===== src/rtl/mem_pkg.sv =====
// Shared types and constants for the data-memory access unit:
// access sizes, FSM states, lane masks.
package mem_pkg;

    localparam int unsigned XLEN = 32;
    localparam int unsigned BE_W = XLEN / 8;

    typedef enum logic [1:0] {
        MEM_B   = 2'b00,
        MEM_H   = 2'b01,
        MEM_W   = 2'b10,
        MEM_RSV = 2'b11
    } mem_size_e;

    typedef enum logic [1:0] {
        IDLE = 2'b00,
        REQ  = 2'b01,
        DONE = 2'b10
    } mau_state_e;

    localparam logic [BE_W-1:0] BE_NONE = 4'b0000;
    localparam logic [BE_W-1:0] BE_BYTE = 4'b0001;
    localparam logic [BE_W-1:0] BE_HALF = 4'b0011;
    localparam logic [BE_W-1:0] BE_WORD = 4'b1111;

    localparam logic [XLEN-1:0] LD_MASK_B = 32'h0000_00FF;
    localparam logic [XLEN-1:0] LD_MASK_H = 32'h0000_FFFF;
    localparam logic [XLEN-1:0] LD_MASK_W = 32'hFFFF_FFFF;

endpackage


===== src/rtl/mem_access_unit_if.sv =====
// Word-wide request/acknowledge data-memory bus with byte enables.
interface mem_access_unit_if;
    import mem_pkg::*;

    logic            o_memReq;
    logic            o_memWe;
    logic [XLEN-1:0] o_memAddr;
    logic [BE_W-1:0] o_memBe;
    logic [XLEN-1:0] o_memWdata;
    logic            i_memAck;
    logic [XLEN-1:0] i_memRdata;

    modport master (
        output o_memReq, o_memWe, o_memAddr, o_memBe, o_memWdata,
        input  i_memAck, i_memRdata
    );

    modport slave (
        input  o_memReq, o_memWe, o_memAddr, o_memBe, o_memWdata,
        output i_memAck, i_memRdata
    );

endinterface


===== src/rtl/mem_lane_align.sv =====
// Byte-lane steering: store shift and byte enables from size/offset,
// load extraction (right-justified, unextended) from offset/size.
module mem_lane_align
    import mem_pkg::*;
(
    input  mem_size_e       st_size,
    input  logic [1:0]      st_off,
    input  logic [XLEN-1:0] st_data,
    output logic [BE_W-1:0] st_be,
    output logic [XLEN-1:0] st_wdata,
    input  mem_size_e       ld_size,
    input  logic [1:0]      ld_off,
    input  logic [XLEN-1:0] ld_word,
    output logic [XLEN-1:0] ld_data
);

    logic [XLEN-1:0] ld_mask;

    always_comb begin
        st_be = BE_NONE;
        case (st_size)
            MEM_B:   st_be = BE_BYTE << st_off;
            MEM_H:   st_be = BE_HALF << st_off;
            MEM_W:   st_be = BE_WORD;
            default: st_be = BE_NONE;
        endcase
        st_wdata = st_data << {st_off, 3'b000};
    end

    always_comb begin
        ld_mask = LD_MASK_W;
        case (ld_size)
            MEM_B:   ld_mask = LD_MASK_B;
            MEM_H:   ld_mask = LD_MASK_H;
            default: ld_mask = LD_MASK_W;
        endcase
        ld_data = (ld_word >> {ld_off, 3'b000}) & ld_mask;
    end

endmodule


===== src/rtl/mem_access_unit.sv =====
// Single-outstanding load/store responder: turns core accesses into bus
// transactions, stalls until ack or timeout, returns right-justified load data.
module mem_access_unit
    import mem_pkg::*;
#(
    parameter int unsigned TIMEOUT = 16
) (
    input  logic             i_clk,
    input  logic             i_reset,
    input  logic             i_memRead,
    input  logic             i_memWrite,
    input  logic [1:0]       i_memSize,
    input  logic [XLEN-1:0]  i_addr,
    input  logic [XLEN-1:0]  i_writeData,
    output logic [XLEN-1:0]  o_readData,
    output logic             o_stall,
    output logic             o_misaligned,
    output logic             o_busErr,
    mem_access_unit_if.master mem
);

    localparam int unsigned CNT_W = (TIMEOUT > 1) ? $clog2(TIMEOUT) : 1;
    localparam logic [CNT_W-1:0] CNT_LAST = CNT_W'(TIMEOUT - 1);

    mau_state_e      state_q, state_d;
    logic            req_q, req_d;
    logic            we_q, we_d;
    logic [XLEN-1:0] addr_q, addr_d;
    logic [BE_W-1:0] be_q, be_d;
    logic [XLEN-1:0] wdata_q, wdata_d;
    logic [XLEN-1:0] rdata_q, rdata_d;
    logic            bus_err_q, bus_err_d;
    logic [CNT_W-1:0] cnt_q, cnt_d;
    logic [1:0]      off_q, off_d;
    mem_size_e       size_q, size_d;

    mem_size_e       size_in;
    logic            access;
    logic            bad_align;
    logic            valid_acc;
    logic [BE_W-1:0] st_be;
    logic [XLEN-1:0] st_wdata;
    logic [XLEN-1:0] ld_data;

    mem_lane_align u_lane_align (
        .st_size  (size_in),
        .st_off   (i_addr[1:0]),
        .st_data  (i_writeData),
        .st_be    (st_be),
        .st_wdata (st_wdata),
        .ld_size  (size_q),
        .ld_off   (off_q),
        .ld_word  (mem.i_memRdata),
        .ld_data  (ld_data)
    );

    // Access validity; a misaligned or reserved access never reaches the bus.
    always_comb begin
        size_in      = mem_size_e'(i_memSize);
        access       = i_memRead | i_memWrite;
        bad_align    = ((size_in == MEM_H) & i_addr[0])
                     | ((size_in == MEM_W) & (i_addr[1:0] != 2'b00))
                     | (size_in == MEM_RSV);
        o_misaligned = access & bad_align;
        valid_acc    = access & ~bad_align;
    end

    // Next-state and registered-output logic; write wins when both requested.
    always_comb begin
        state_d   = state_q;
        req_d     = req_q;
        we_d      = we_q;
        addr_d    = addr_q;
        be_d      = be_q;
        wdata_d   = wdata_q;
        rdata_d   = rdata_q;
        bus_err_d = 1'b0;
        cnt_d     = cnt_q;
        off_d     = off_q;
        size_d    = size_q;
        o_stall   = 1'b0;

        case (state_q)
            IDLE: begin
                o_stall = valid_acc;
                if (valid_acc) begin
                    addr_d  = {i_addr[XLEN-1:2], 2'b00};
                    we_d    = i_memWrite;
                    be_d    = st_be;
                    wdata_d = st_wdata;
                    off_d   = i_addr[1:0];
                    size_d  = size_in;
                    req_d   = 1'b1;
                    cnt_d   = '0;
                    state_d = REQ;
                end
            end
            REQ: begin
                o_stall = 1'b1;
                if (mem.i_memAck) begin
                    rdata_d = we_q ? '0 : ld_data;
                    req_d   = 1'b0;
                    cnt_d   = '0;
                    state_d = DONE;
                end else if (cnt_q == CNT_LAST) begin
                    rdata_d   = '0;
                    req_d     = 1'b0;
                    bus_err_d = 1'b1;
                    cnt_d     = '0;
                    state_d   = DONE;
                end else begin
                    cnt_d = cnt_q + CNT_W'(1);
                end
            end
            DONE: begin
                // Never accept here: the core is still presenting the finished instruction.
                state_d = IDLE;
            end
            default: state_d = IDLE;
        endcase
    end

    always_ff @(posedge i_clk) begin
        if (i_reset) begin
            state_q   <= IDLE;
            req_q     <= 1'b0;
            we_q      <= 1'b0;
            addr_q    <= '0;
            be_q      <= '0;
            wdata_q   <= '0;
            rdata_q   <= '0;
            bus_err_q <= 1'b0;
            cnt_q     <= '0;
            off_q     <= 2'b00;
            size_q    <= MEM_B;
        end else begin
            state_q   <= state_d;
            req_q     <= req_d;
            we_q      <= we_d;
            addr_q    <= addr_d;
            be_q      <= be_d;
            wdata_q   <= wdata_d;
            rdata_q   <= rdata_d;
            bus_err_q <= bus_err_d;
            cnt_q     <= cnt_d;
            off_q     <= off_d;
            size_q    <= size_d;
        end
    end

    assign mem.o_memReq   = req_q;
    assign mem.o_memWe    = we_q;
    assign mem.o_memAddr  = addr_q;
    assign mem.o_memBe    = be_q;
    assign mem.o_memWdata = wdata_q;
    assign o_readData     = rdata_q;
    assign o_busErr       = bus_err_q;

endmodule

===== src/flat_wrapper.sv =====
// flat-port wrapper written by rule: the top's interface ports become plain ports
module mem_access_unit_flat import mem_pkg::*;
#(
    parameter int unsigned TIMEOUT = 16
)
  (i_clk, i_reset, i_memRead, i_memWrite, i_memSize, i_addr, i_writeData, o_readData, o_stall, o_misaligned, o_busErr, mem_o_memReq, mem_o_memWe, mem_o_memAddr, mem_o_memBe, mem_o_memWdata, mem_i_memAck, mem_i_memRdata);
  mem_access_unit_if mem_i ();
  input  logic i_clk;
  input  logic i_reset;
  input  logic i_memRead;
  input  logic i_memWrite;
  input  logic [1:0] i_memSize;
  input  logic [XLEN-1:0] i_addr;
  input  logic [XLEN-1:0] i_writeData;
  output logic [XLEN-1:0] o_readData;
  output logic o_stall;
  output logic o_misaligned;
  output logic o_busErr;
  output wire logic [$bits(mem_i.o_memReq)-1:0] mem_o_memReq;
  output wire logic [$bits(mem_i.o_memWe)-1:0] mem_o_memWe;
  output wire logic [$bits(mem_i.o_memAddr)-1:0] mem_o_memAddr;
  output wire logic [$bits(mem_i.o_memBe)-1:0] mem_o_memBe;
  output wire logic [$bits(mem_i.o_memWdata)-1:0] mem_o_memWdata;
  input wire logic [$bits(mem_i.i_memAck)-1:0] mem_i_memAck;
  input wire logic [$bits(mem_i.i_memRdata)-1:0] mem_i_memRdata;
  assign mem_o_memReq = mem_i.o_memReq;
  assign mem_o_memWe = mem_i.o_memWe;
  assign mem_o_memAddr = mem_i.o_memAddr;
  assign mem_o_memBe = mem_i.o_memBe;
  assign mem_o_memWdata = mem_i.o_memWdata;
  assign mem_i.i_memAck = mem_i_memAck;
  assign mem_i.i_memRdata = mem_i_memRdata;
  mem_access_unit #(.TIMEOUT(TIMEOUT)) u_core (.i_clk(i_clk), .i_reset(i_reset), .i_memRead(i_memRead), .i_memWrite(i_memWrite), .i_memSize(i_memSize), .i_addr(i_addr), .i_writeData(i_writeData), .o_readData(o_readData), .o_stall(o_stall), .o_misaligned(o_misaligned), .o_busErr(o_busErr), .mem(mem_i));
endmodule

===== config.mk =====
export PLATFORM = sky130hd
export DESIGN_NAME = mem_access_unit_flat
export DESIGN_NICKNAME = d
export VERILOG_FILES = /design/src/rtl/mem_pkg.sv /design/src/rtl/mem_access_unit_if.sv /design/src/rtl/mem_lane_align.sv /design/src/rtl/mem_access_unit.sv /design/src/flat_wrapper.sv
export SDC_FILE = /design/constraint.sdc
export NUM_CORES = 1
export LEC_CHECK = 0
export BUFFER_PORTS_ARGS = -buffer_cell sky130_fd_sc_hd__clkbuf_2
export CORE_MARGIN = 1
export CORE_UTILIZATION = 30
export DETAILED_ROUTE_END_ITERATION = 16
export GPL_TIMING_DRIVEN = 0
export REMOVE_ABC_BUFFERS = 1
export SLEW_MARGIN = 20
export SYNTH_ARGS = -nofsm -noshare
export SYNTH_HDL_FRONTEND = slang
export SYNTH_SLANG_ARGS = --single-unit

===== constraint.sdc =====
create_clock -name i_clk -period 1.7 [get_ports i_clk]
set_input_delay 0.085 -clock i_clk [delete_from_list [all_inputs] [get_ports i_clk]]
set_output_delay 0.085 -clock i_clk [all_outputs]
set_load 0.005 [all_outputs]

==> impl_metrics.toml <==
[power]
powerDensity_nw_per_um2 = 852
power.internal_mw = 4.33
switching_share = 0.270
cellLeakagePower_nw = 3.02
peakVddDrop_mv = 0.444
p_switching_mw = 1.60
pwr-share-comb = 0.182
p_clk_frac = 0.342
power.total_mw = 5.93
power_frac_seq = 0.477

[clock_network]
clockRootBuffer = "clkbuf_16"
numCtsBuffers = 9
clkLatencyLatePin_ps = 350
clkTransAtPathRegs_ps = 70
clock-sinks = 111
htree_levels = 3
cts_buffer_depth = 2
cts_tree = "yes"

[global_routing]
grtUsageTotal = 0.171
grt_first_pass_wirelength_um = 22700
first_global_vias = 4423
antenna_found_initial = 0
grt_overflow = 0
grt_max_degree = 58

[sta]
max_clock_freq_mhz = 605
fin_worst_skew_ps = 3.98
max_slew_margin = 0.445
setup_slack_ps = 48.4
rsz0062_at_grt = "true"
slew_viol_final = 0
worst-slew-pin-transition_ps = 830
setup-violations-final = 0
hold_violations = 0
timing.final.crit_share = 0.972
period_needed_ps = 1650

[final_layout]
area_growth_syn_to_layout_pct = 42.6
n_antenna_cell = 0
nFillCells = 1625
nets = 913
final_layout_size_suffix_gt1_frac = 0.321
design_area_um2 = 6960
final_cell_mix = "clkbuf_2, nand2_1, dfxtp_1"
layout_commonest_cell = "clkbuf_2"

[placement]
dp_hpwl_um = 9560
port_buffers = 205
post-place-ws_ps = -570
globalplace.congestion = 0.771
place_area_um2 = 6080

[logic_synthesis]
ys_warn_count = 0
synth_cell_type_count = 47
syn_area_um2 = 4880
ys_seq_area_frac = 0.455
synth_ff_type = "dfxtp_1"
postSynth.asyncResetShare = 0
synth-edff-count = 0
synthCells = 580
avgSynthCellArea_um2 = 8.42
yosys_register_bits = 111

[route]
wl_um = 14900
num_vias = 4903
via_per_inst = 4.76
drt_iter0_drc = 191
wire_per_inst_um = 14.5
drtPass1Iterations = 4
drc_errors = 0
antenna_left = 0

[critical_path]
crit_required_ps = 1980
slowest_stage = "or3_1"
crit_fanout = 29
start_kind = "flop"
worst_ep_arrival_time_ps = 1940
slowest_delay_ps = 360
crit_type = "reg -> reg"
cp-end-kind = "flop"
path_cells = "o21ba_4 -> o211ai_4 -> clkbuf_16 -> buf_16 -> or3_1 -> a21oi_2"

[die]
dieArea_um2 = 16800
initial_core_util = 0.307
placementRows = 46
boundaryPins = 208
die_height_um = 130
die_w_um = 130
core_um2 = 15900

[status]
outcome = "finished, final reports clean"

[worst_hold_path]
hold_path.class = "in -> reg"

[run]
drv_cap = 0
-- layout make-up --
| type | count | area, um^2 | share of cell area |
|---|---|---|---|
| multi-input cells | 419 | 2460 | 0.353 |
| flip-flops and latches | 111 | 2230 | 0.321 |
| repair buffers | 266 | 1720 | 0.247 |
| well taps | 216 | 270 | 0.0388 |
| clock buffers | 13 | 260 | 0.0374 |
| clock inverters | 3 | 17.5 | 0.00252 |
| inverters | 2 | 7.51 | 0.00108 |
-- sequential cells by signal, indices dropped and copies added (netlist names) --
name,count
u_core.cnt_q,4
u_core.state_q,2
u_core.mem.o_memAddr,30
u_core.mem.o_memWdata,32
u_core.mem.o_memWe,1
u_core.size_q,2
u_core.o_readData,32
u_core.mem.o_memBe,4
u_core.off_q,2
u_core.mem.o_memReq,1
u_core.o_busErr,1
-- what timing repair did --
item                       4_1_cts  5_1_grt
setup endpoints to repair       76       34
hold endpoints to repair        46        0
buffers inserted                 4        5
hold buffers                    46        0
pin swaps                        1        8
cloned                           0        2
resized for setup                9        8
-- synth_stat cells (all sizes together) (9+ instances only) --
cell	number	area share
nand3	13	0.014
nor2b	12	0.015
nor3	12	0.013
dfxtp	111	0.46
o21ai	10	0.010
clkbuf	17	0.013
nor2	46	0.037
a211oi	9	0.014
mux2i	32	0.066
nand2	121	0.093
a21oi	75	0.078
buf	32	0.038
o211ai	11	0.020
-- path summary, 6_finish.rpt --
path	from	to	slack (ps)	cells past startpoint
worst max-delay path	u_core.state_q[1]	u_core.mem.o_memWdata[8]	50	6
worst min-delay path	i_writeData[0]	u_core.mem.o_memWdata[0]	10	3
worst min register to register	u_core.mem.o_memWdata[12]	u_core.mem.o_memWdata[12]	450	2
worst max register to register	u_core.state_q[1]	u_core.mem.o_memWdata[8]	50	6
-- routing by layer --
metal | GRT usage | vias to the layer above | part of all wire
li1 | - | 2458 | -
met1 | 0.214 | 2282 | 0.46
met2 | 0.282 | 151 | 0.46
met3 | 0.0454 | 12 | 0.064
met4 | 0.0602 | 0 | 0.015
met5 | 0 | - | 0
-- critical path: cells and delay by family, from the launching register on --
family | cells | cell delay (ps)
flip-flops | 1 | 330
AO/OA/AOI/OAI | 3 | 530
buffers and inverters | 2 | 360
AND/OR/NAND/NOR | 1 | 360
-- metrics by stage --
stage / hold WS [ps] / cells / utilization / setup TNS, ps
2_1_floorplan: 154 / 532 / - / -20970
3_3_place_gp: 310 / 953 / 0.374 / -152290
3_5_place_dp: 314 / 958 / 0.383 / -40200
4_1_cts: 1.85 / 1024 / 0.434 / 0
5_1_grt: 28.9 / 1030 / 0.438 / -97.7
6_report: 12.4 / 1030 / 0.438 / 0
-- cell families (layout without fill, tap and decap cells) --
kind of cell    Yosys count  in the layout  synth area share
other cells               1              2          0.000768
compound gates          146            146             0.195
simple gates            230            230             0.210
mux                      40             40            0.0840
buf+inv                  51            284            0.0528
flops                   111            111             0.455
fa+ha+maj                 1              1           0.00256
-- power by group through the flow --
| stage | clock [mW] | sequential (mW) | combinational [mW] |
|---|---|---|---|
| finish | 2.03 | 2.83 | 1.08 |
| global route | 2.21 | 2.84 | 1.19 |
| CTS | 2.10 | 2.82 | 1.05 |
| detailed placement | 0 | 2.88 | 0.944 |
| global placement | 0 | 2.88 | 0.888 |
| floorplan | 0 | 2.88 | 0.418 |
Power figures use the tool's default switching activity.
